File: src/rtl/pixel_normalizer.sv
// rtl/pixel_normalizer.sv - multi-lane fixed-point pixel normalizer with iterative reciprocal
//
// Purpose: after the crop-filter signals completion, compute coef = 2^(2*FRAC_W) / denominator
// with a restoring divider, then scale every lane of the pixel stream by coef, round half up,
// and saturate to PIXEL_W bits through a two-stage pipeline with full stream backpressure.
//
// Ports:
//   clk, reset              rising-edge clock, synchronous active-high reset
//   ap_start, ap_done       frame start pulse (IDLE/DONE only), done pulse on tlast output handshake
//   ap_idle                 high in IDLE and DONE
//   upstream_done           crop-filter completion pulse, releases the divider
//   norm_denominator        denominator, sampled when ap_start is accepted
//   s_axis_*                input pixel stream, LANES x PIXEL_W per beat, tuser/tlast side-band
//   m_axis_*                normalized output stream
//   div_by_zero             sticky flag, cleared by the next accepted ap_start
//   sat_count               saturated lanes this frame, stops at 0xFFFF
module pixel_normalizer #(
  parameter int PIXEL_W = 16,
  parameter int FRAC_W  = 10,
  parameter int LANES   = 4,
  parameter int USER_W  = 2
) (
  input  logic                     clk,
  input  logic                     reset,
  input  logic                     ap_start,
  input  logic                     upstream_done,
  output logic                     ap_done,
  output logic                     ap_idle,
  input  logic [PIXEL_W-1:0]       norm_denominator,
  input  logic                     s_axis_tvalid,
  output logic                     s_axis_tready,
  input  logic [LANES*PIXEL_W-1:0] s_axis_tdata,
  input  logic [USER_W-1:0]        s_axis_tuser,
  input  logic                     s_axis_tlast,
  output logic                     m_axis_tvalid,
  input  logic                     m_axis_tready,
  output logic [LANES*PIXEL_W-1:0] m_axis_tdata,
  output logic [USER_W-1:0]        m_axis_tuser,
  output logic                     m_axis_tlast,
  output logic                     div_by_zero,
  output logic [15:0]              sat_count
);

  localparam int DIV_N  = 2*FRAC_W + 1;
  localparam int CNT_W  = $clog2(DIV_N);
  localparam int PROD_W = 2*PIXEL_W;
  localparam int NS_W   = $clog2(LANES + 1);
  localparam logic [CNT_W-1:0]   DIV_LAST = CNT_W'(DIV_N - 1);
  localparam logic [PIXEL_W-1:0] MAX_PIX  = '1;
  localparam logic [PROD_W-1:0]  HALF     = PROD_W'(1) << (FRAC_W - 1);
  localparam logic [PROD_W-1:0]  MAX_WIDE = {{(PROD_W-PIXEL_W){1'b0}}, MAX_PIX};

  typedef enum logic [2:0] {
    S_IDLE    = 3'd0,
    S_WAIT_UP = 3'd1,
    S_DIV     = 3'd2,
    S_STREAM  = 3'd3,
    S_DONE    = 3'd4
  } state_t;

  state_t             state_q, state_d;
  logic [PIXEL_W-1:0] denom_q, denom_d;
  logic [PIXEL_W-1:0] coef_q, coef_d;
  logic [PIXEL_W-1:0] rem_q, rem_d;
  logic [DIV_N-2:0]   quot_q, quot_d;
  logic [CNT_W-1:0]   cnt_q, cnt_d;
  logic               dbz_q, dbz_d;
  logic               tlast_seen_q, tlast_seen_d;

  // Divider datapath. The numerator 2^(2*FRAC_W) has a single set bit, so the bit
  // shifted in is 1 only on the first iteration.
  logic               num_bit;
  logic [PIXEL_W:0]   rem_shift;
  logic               rem_ge;
  logic [PIXEL_W-1:0] rem_sub;
  logic [DIV_N-1:0]   quot_full;
  logic               coef_ovf;

  assign num_bit   = (cnt_q == '0);
  assign rem_shift = {rem_q, num_bit};
  assign rem_ge    = rem_shift >= {1'b0, denom_q};
  // The difference is always below denom, so the low PIXEL_W bits are exact.
  assign rem_sub   = rem_shift[PIXEL_W-1:0] - denom_q;
  assign quot_full = {quot_q, rem_ge};
  assign coef_ovf  = {{PIXEL_W{1'b0}}, quot_full} > {{DIV_N{1'b0}}, MAX_PIX};

  // Stream handshake
  logic en, s_fire, out_fire, start_ok;

  logic                     v1_q;
  logic [PROD_W-1:0]        p1_q [LANES];
  logic [USER_W-1:0]        u1_q;
  logic                     l1_q;
  logic                     m_valid_q;
  logic [LANES*PIXEL_W-1:0] m_data_q;
  logic [USER_W-1:0]        m_user_q;
  logic                     m_last_q;
  logic [15:0]              sat_q;

  assign en            = !m_valid_q || m_axis_tready;
  assign s_axis_tready = (state_q == S_STREAM) && en && !tlast_seen_q;
  assign s_fire        = s_axis_tvalid && s_axis_tready;
  assign out_fire      = m_valid_q && m_axis_tready;
  assign start_ok      = ap_start && ((state_q == S_IDLE) || (state_q == S_DONE));

  always_comb begin
    state_d      = state_q;
    denom_d      = denom_q;
    coef_d       = coef_q;
    rem_d        = rem_q;
    quot_d       = quot_q;
    cnt_d        = cnt_q;
    dbz_d        = dbz_q;
    tlast_seen_d = tlast_seen_q;
    case (state_q)
      S_IDLE, S_DONE: begin
        if (ap_start) begin
          denom_d      = norm_denominator;
          dbz_d        = 1'b0;
          tlast_seen_d = 1'b0;
          rem_d        = '0;
          quot_d       = '0;
          cnt_d        = '0;
          state_d      = upstream_done ? S_DIV : S_WAIT_UP;
        end
      end
      S_WAIT_UP: begin
        if (upstream_done) begin
          rem_d   = '0;
          quot_d  = '0;
          cnt_d   = '0;
          state_d = S_DIV;
        end
      end
      S_DIV: begin
        rem_d  = rem_ge ? rem_sub : rem_shift[PIXEL_W-1:0];
        quot_d = quot_full[DIV_N-2:0];
        cnt_d  = cnt_q + CNT_W'(1);
        if (cnt_q == DIV_LAST) begin
          // A zero denominator runs the full iteration count and is overridden here.
          if ((denom_q == '0) || coef_ovf) begin
            coef_d = MAX_PIX;
          end else begin
            coef_d = PIXEL_W'(quot_full);
          end
          dbz_d   = (denom_q == '0);
          state_d = S_STREAM;
        end
      end
      S_STREAM: begin
        if (s_fire && s_axis_tlast) begin
          tlast_seen_d = 1'b1;
        end
        if (out_fire && m_last_q) begin
          state_d = S_DONE;
        end
      end
      default: state_d = S_IDLE;
    endcase
  end

  always_ff @(posedge clk) begin
    if (reset) begin
      state_q      <= S_IDLE;
      denom_q      <= '0;
      coef_q       <= '0;
      rem_q        <= '0;
      quot_q       <= '0;
      cnt_q        <= '0;
      dbz_q        <= 1'b0;
      tlast_seen_q <= 1'b0;
    end else begin
      state_q      <= state_d;
      denom_q      <= denom_d;
      coef_q       <= coef_d;
      rem_q        <= rem_d;
      quot_q       <= quot_d;
      cnt_q        <= cnt_d;
      dbz_q        <= dbz_d;
      tlast_seen_q <= tlast_seen_d;
    end
  end

  // Stage 2 combinational: round half up, saturate, count saturated lanes.
  logic [PROD_W-1:0]        rnd [LANES];
  logic [LANES-1:0]         sat_vec;
  logic [LANES*PIXEL_W-1:0] sat_data;
  logic [NS_W-1:0]          nsat;
  logic [16:0]              sat_sum;
  logic [15:0]              sat_next;

  always_comb begin
    sat_data = '0;
    sat_vec  = '0;
    nsat     = '0;
    for (int i = 0; i < LANES; i++) begin
      rnd[i]     = (p1_q[i] + HALF) >> FRAC_W;
      sat_vec[i] = rnd[i] > MAX_WIDE;
      sat_data[i*PIXEL_W +: PIXEL_W] = sat_vec[i] ? MAX_PIX : rnd[i][PIXEL_W-1:0];
      nsat       = nsat + NS_W'(sat_vec[i]);
    end
    sat_sum  = {1'b0, sat_q} + 17'(nsat);
    sat_next = sat_sum[16] ? 16'hFFFF : sat_sum[15:0];
  end

  always_ff @(posedge clk) begin
    if (reset) begin
      v1_q      <= 1'b0;
      u1_q      <= '0;
      l1_q      <= 1'b0;
      for (int i = 0; i < LANES; i++) begin
        p1_q[i] <= '0;
      end
      m_valid_q <= 1'b0;
      m_data_q  <= '0;
      m_user_q  <= '0;
      m_last_q  <= 1'b0;
      sat_q     <= '0;
    end else begin
      if (en) begin
        v1_q <= s_fire;
        if (s_fire) begin
          for (int i = 0; i < LANES; i++) begin
            p1_q[i] <= PROD_W'(s_axis_tdata[i*PIXEL_W +: PIXEL_W]) * PROD_W'(coef_q);
          end
          u1_q <= s_axis_tuser;
          l1_q <= s_axis_tlast;
        end
        m_valid_q <= v1_q;
        if (v1_q) begin
          m_data_q <= sat_data;
          m_user_q <= u1_q;
          m_last_q <= l1_q;
        end
      end
      if (start_ok) begin
        sat_q <= '0;
      end else if (en && v1_q) begin
        sat_q <= sat_next;
      end
    end
  end

  assign ap_done      = (state_q == S_STREAM) && out_fire && m_last_q;
  assign ap_idle      = (state_q == S_IDLE) || (state_q == S_DONE);
  assign m_axis_tvalid = m_valid_q;
  assign m_axis_tdata  = m_data_q;
  assign m_axis_tuser  = m_user_q;
  assign m_axis_tlast  = m_last_q;
  assign div_by_zero   = dbz_q;
  assign sat_count     = sat_q;

endmodule

File: config.mk
export PLATFORM = sky130hd
export DESIGN_NAME = pixel_normalizer
export DESIGN_NICKNAME = d
export VERILOG_FILES = /design/src/rtl/pixel_normalizer.sv
export SDC_FILE = /design/constraint.sdc
export NUM_CORES = 2
export LEC_CHECK = 0
export BUFFER_PORTS_ARGS = -buffer_cell sky130_fd_sc_hd__buf_2
export CAP_MARGIN = 5
export CELL_PAD_IN_SITES_DETAIL_PLACEMENT = 0
export CELL_PAD_IN_SITES_GLOBAL_PLACEMENT = 1
export CORE_MARGIN = 2
export CORE_UTILIZATION = 46
export DETAILED_ROUTE_END_ITERATION = 10
export PLACE_DENSITY_LB_ADDON = 0.05
export RECOVER_POWER = 25
export SYNTH_ARGS = -nofsm -noshare
export SYNTH_HDL_FRONTEND = slang
export SYNTH_SLANG_ARGS = --single-unit
File: constraint.sdc
create_clock -name clk -period 5.87 [get_ports clk]
set_input_delay 0.587 -clock clk [delete_from_list [all_inputs] [get_ports clk]]
set_output_delay 0.587 -clock clk [all_outputs]
set_load 0.05 [all_outputs]
# --- Word level (Yosys, flattened, before mapping) ---
# Memories as Yosys holds them, arrays and structs flattened.
# Cells that the tools add are included.
# W data, S select, Z words.
totals:
  wordCells: 119
  output_inout_bits: 88
  inputBits: 89
  n_memories: 1
  ramBits: 128
  ff_bits: 166
classes:
  n_addsub: 10
  eq_ne: 10
  muxes: 37
  magnitude_cmp: 6
  mul: 4
  bitwise: 4
  reduce_logical: 31
mem_list:
  columns: ["memory", "words", "word_bits", "rd", "rd_clocked_by_memory_dff", "write_ports", "line_no", "text"]
  rows:
  - ["p1_q", 4, 32, 4, 0, 4, "91", "logic [PROD_W-1:0] p1_q [LANES];"]
op_table:
  columns: ["op", "n"]
  rows:
  - ["$mux W16", 9]
  - ["$add A32 B10 Y32 const B", 4]
  - ["$mul A16 B16 Y32", 4]
  - ["$mux W32", 4]
  - ["$gt A22 B16 Y1 const B", 4]
  - ["$pmux W20 S3", 1]
  - ["$pmux W16 S3", 1]
  - ["$mux W20", 2]
  - ["$gt A21 B16 Y1 const B", 1]
  - ["$add A16 B3 Y17", 1]
  - ["$ge A17 B16 Y1", 1]
  - ["$logic_not A16 Y1", 1]
  - ["$sub A16 B16 Y16", 1]
  - ["$pmux W5 S3", 1]
  - ["$mux W3", 4]
  - ["$pmux W3 S4", 1]
  - ["$logic_and A1 B1 Y1", 10]
  - ["$mux W5", 2]
  - ["$ne A2 B2 Y1 const B", 5]
  - ["$mux W1", 9]
  - ["$reduce_and A3 Y1", 3]
  - ["$reduce_and A2 Y1", 4]
  - ["$eq A3 B2 Y1 const B", 2]
  - ["$add A5 B1 Y5 const B", 1]
  - ["17 further kinds", 26]

# --- Longest topological paths before layout ---
depth:
  depth_word: 10
  depth_mapped: 26
  depth_no_buf: 23

# --- Least setup slack after synthesis ---
# No wires, ideal clock.
synth_path:
  path_kind: "input to register"
  startpoint: "in s_axis_tdata[26]"
  endpoint: "mem p1_q[1][18] (netlist name), data pin"
  arrival_ns: 6.071
  required_ns: 5.604
  setup_time_ns: 0.266
  path_buffers: 1
  cell_stages: 22
  path_slack_ns: -0.467
  cell_sequence: "clkbuf_1 -> nand2_1 -> fa_1 -> fa_1 -> inv_1 -> fa_1 -> inv_1 -> fa_1 -> inv_1 -> fa_1 -> inv_1 -> fa_1 -> inv_1 -> ha_1 -> a211o_1 -> a211oi_2 -> o31ai_1 -> a21oi_1 -> o21bai_1 -> a311oi_1 -> xor2_1 -> nor2_1"
synth_lines:
  columns: ["element", "line_no", "text"]
  rows:
  - ["start, declared", "32", "input logic [LANES*PIXEL_W-1:0] s_axis_tdata,"]
  - ["end, declared", "91", null]

==> results by group <==
Logic synthesis
  • Synthesized instance count: 5008
  • Cell area after technology mapping: ~45000 µm²
  • Syn Nets: 6300
  • Sequential area share after synthesis: 0.137
  • Count of warnings emitted by yosys: 0
  • Commonest register cell after synthesis: dfxtp_1
  • Number of enable flip-flop cells after synthesis: 92
  • Post-synthesis cell type count: between 80 and 90
  • #FFs+latches synth: 258
  • FFs w/ async S/R, synth: 0
  • Post-synthesis average cell area: 8.90 µm²

Critical path
  • Endpoint type of the worst setup path: flip-flop
  • Crit Path Category: flip-flop to flip-flop
  • Crit path max fanout: 9
  • Register-to-register setup slack: -0.30 ns
  • Largest stage delay, worst path: about 0.54 ns
  • Critical-path top delay cell: fa_1
  • Required time at the endpoint of the critical path: 6.16 ns
  • Data arrival at the endpoint of the critical path: 6.46 ns
  • Sort of element at the start of the critical path: flip-flop
  • Most used cell, CP: fa_1

Finish
  • Fill cell total of the finished layout: 9202
  • Final-stage net count: between 6000 and 7000
  • Share of post-route cells with drive strength above 1: 0.157
  • Area delta synth->final: 16.9%
  • Number of standard cells in the layout, taps in and fillers out: between 6000 and 7000

Timing
  • Final period util: 1.05
  • Final max-slew violation count: 146
  • Unrepaired setup endpoints after global routing: true
  • Number of hold violations in the final report: 0
  • Worst-case clock skew: approximately 0.037 ns
  • Count of final setup violators: 47
  • Slew at the pin closest to its max-slew limit: 4.04 ns
  • Setup TNS Final: -6.55 ns
  • Minimum period implied by the final worst setup slack: 6.17 ns
  • Min setup slack post-route: -0.302 ns
  • Worst relative slew slack: -1.69
  • Timing-limited maximum frequency: 0.162 GHz

Floorplan
  • Die H: 315 µm
  • Standard-cell rows: 114
  • Initial standard-cell utilization of the core: 0.463
  • Io pins: 177
  • Placeable core region: 96300 µm²
  • Die X: ~320 µm
  • Die footprint: 99400 µm²

Drt
  • Remaining antenna violation count after routing: 0
  • Total DRC errors in the routed layout: 0
  • Drt first-iter violations: 1560
  • Final WL: 116000 µm
  • Via density per instance: 5.06
  • Pre-antenna DRT Iters: 5
  • Vias after detailed routing: 34200
  • Routed length per instance: 17.1 µm

Global routing
  • Sum of overflow across all layers after global routing: 0
  • Maximum number of pins on one net before global-route repair: 76
  • All-layer global routing usage: 0.238
  • Via count of the first global-routing pass: 35100
  • Number of antenna violations at the first check in global routing: 10
  • Global-route wire length before repair: 189000 µm

Placement
  • Post-Place Cells: between 6000 and 7000
  • Global placer's final weighted congestion: about 0.87
  • DPL Wire Length: 95500 µm
  • Count of input and output buffers: 176

CTS
  • Clock tree buffer depth: 3
  • Number of clock buffers inserted by TritonCTS: 35
  • Clk_lat worst skew: 0.59 ns
  • TritonCTS clock tree: yes
  • H-tree level count: 2
  • CTS clock-pin slew for the worst setup and hold paths: 0.06 ns
  • Root buffer cell: clkbuf_16
  • Number of sinks handled by clock tree synthesis: 258

Power
  • Proportion of total power due to net switching: 0.380
  • Maximum VDD drop: 0.239 mV
  • Combinational fraction of design power: 0.339
  • P_int: 3.98 mW
  • Total leakage power: approximately 25 nW
  • Power density normalized to cell area: 123 nW/µm²
  • Switching power total: approximately 2.4 mW
  • Clock network fraction of total power: 0.327
  • Share of total power in sequential cells: 0.334

Status
  • Status: complete, but fails checks
  • Violations in the final reports: capacitance limit, slew limit, setup timing

Worst hold path
  • Tightest Hold Check Type: primary input to flip-flop

Run
  • Number of maximum-capacitance constraint violations: 2
metal layers:
metal,global-route usage,routed length [µm],up-vias
li1,-,-,16300
met1,0.333,53500,17200
met2,0.404,56100,522
met4,0.0421,1810,2
met5,0,11,-
met3,0.0232,4240,97
kinds of logic (layout without fill, tap and decap cells):
family                     after synthesis  after routing  synth area share
xor gates and xnor gates               162            162            0.0318
DFF                                    258            258             0.137
other                                    0              4                 0
muxes                                    7              7           0.00157
and+or+nand+nor                       1719           1719             0.186
AOI/OAI and AO/OA                      450            450            0.0727
buffers and inverters                 1209           1674             0.103
adders and majority gates             1203           1203             0.469
metrics by stage:
stage	instance area, µm²	utilization	power (mW)	hold WS [ns]	setup slack, ns
final	52100	0.541	6.42	0.236	-0.302
after global routing	52100	0.541	6.78	0.224	-0.526
after CTS	51500	0.535	6.49	0.196	-0.256
after detailed placement	50000	0.519	4.35	0.446	-0.565
after global placement	50000	0.519	4.37	0.439	-0.585
after floorplan	45000	-	3.74	0.432	-0.152
timing repair:
action,4_1_cts,5_1_grt
resized for setup,57,122
buffers inserted,10,17
hold endpoints to repair,0,0
gates cloned,1,2
pin swaps,50,93
hold buffers,0,0
endpoints found under the setup margin,65,68
synthesized netlist by cell type (8+ instances only):
library cell / number / area (µm²)
a211oi_1: 12 / 90.1
a21o_1: 39 / 293
a21oi_1: 145 / 726
a221o_1: 8 / 80.1
a311oi_1: 50 / 438
a311oi_2: 10 / 150
a31oi_1: 11 / 68.8
and2_1: 476 / 2980
and3_1: 28 / 175
buf_2: 8 / 40.0
clkbuf_1: 224 / 841
dfxtp_1: 166 / 3320
edfxtp_1: 92 / 2760
fa_1: 776 / 15500
ha_1: 427 / 5340
inv_1: 960 / 3600
nand2_1: 712 / 2670
nand2b_1: 19 / 119
nand3_1: 45 / 225
nand4_1: 38 / 238
nor2_1: 260 / 976
nor2b_1: 18 / 113
nor3_1: 69 / 345
nor4_1: 8 / 50.1
o211ai_1: 22 / 165
o21a_1: 23 / 173
o21ai_0: 36 / 180
o21ai_1: 13 / 65.1
o21bai_1: 11 / 82.6
or3_1: 11 / 68.8
xnor2_1: 86 / 753
xor2_1: 76 / 666
power groups by stage:
stage / clock network [mW] / logic (mW) / registers (mW)
after global placement: 0 / 2.19 / 2.18
after CTS: 2.16 / 2.19 / 2.14
final: 2.10 / 2.18 / 2.14
after global routing: 2.22 / 2.40 / 2.16
after floorplan: 0 / 1.53 / 2.21
after detailed placement: 0 / 2.17 / 2.18
cell type report:
| class | instances | area [µm²] | area share |
|---|---|---|---|
| Antenna cell | 4 | 10.0 | 0.000192 |
| Clock buffer | 43 | 936 | 0.0180 |
| Clock inverter | 20 | 179 | 0.00344 |
| Inverter | 962 | 3610 | 0.0694 |
| Multi-Input combinational cell | 3541 | 34700 | 0.667 |
| Sequential cell | 258 | 6120 | 0.118 |
| Tap cell | 1276 | 1600 | 0.0307 |
| Timing Repair Buffer | 649 | 4910 | 0.0943 |
flip-flops by register name (all words and copies together), names as in the netlist:
name,flops
cnt_q,5
coef_q,16
denom_q,16
div_by_zero,1
l1_q,1
m_axis_tdata,64
m_axis_tlast,1
m_axis_tuser,2
m_axis_tvalid,1
p1_q,92
quot_q,20
rem_q,16
sat_count,16
state_q,3
tlast_seen_q,1
u1_q,2
v1_q,1
critical path: cells and delay by family, from the launching register on:
kind	cells	cell delay [ns]
simple gates	4	0.45
compound gates	5	0.75
flops	1	0.38
buf+inv	8	0.77
xor+xnor	1	0.12
fa+ha+maj	7	3.34
final timing paths:
| kind | cells after the start | end | from |
|---|---|---|---|
| worst min register to register | 2 | quot_q[4] | quot_q[3] |
| worst max register to register | 25 | p1_q[0][31] | coef_q[6] |
| worst max-delay path | 25 | p1_q[0][31] | coef_q[6] |
| worst min-delay path | 3 | denom_q[8] | norm_denominator[8] |
cells in the final DEF (no fill, tap or decap), drive strengths merged, types with 46 or more instances in the layout:
cell type and n:
xor2 76, o21ai 51, clkbuf 117, buf 574
nor3 70, nand2 713, edfxtp 92, xnor2 86
a21oi 148, dfxtp 166, inv 968, nor2 261
a311oi 60, fa 776, ha 427, and2 476
nand3 46
No activity file was read; power rests on OpenSTA's default activity.
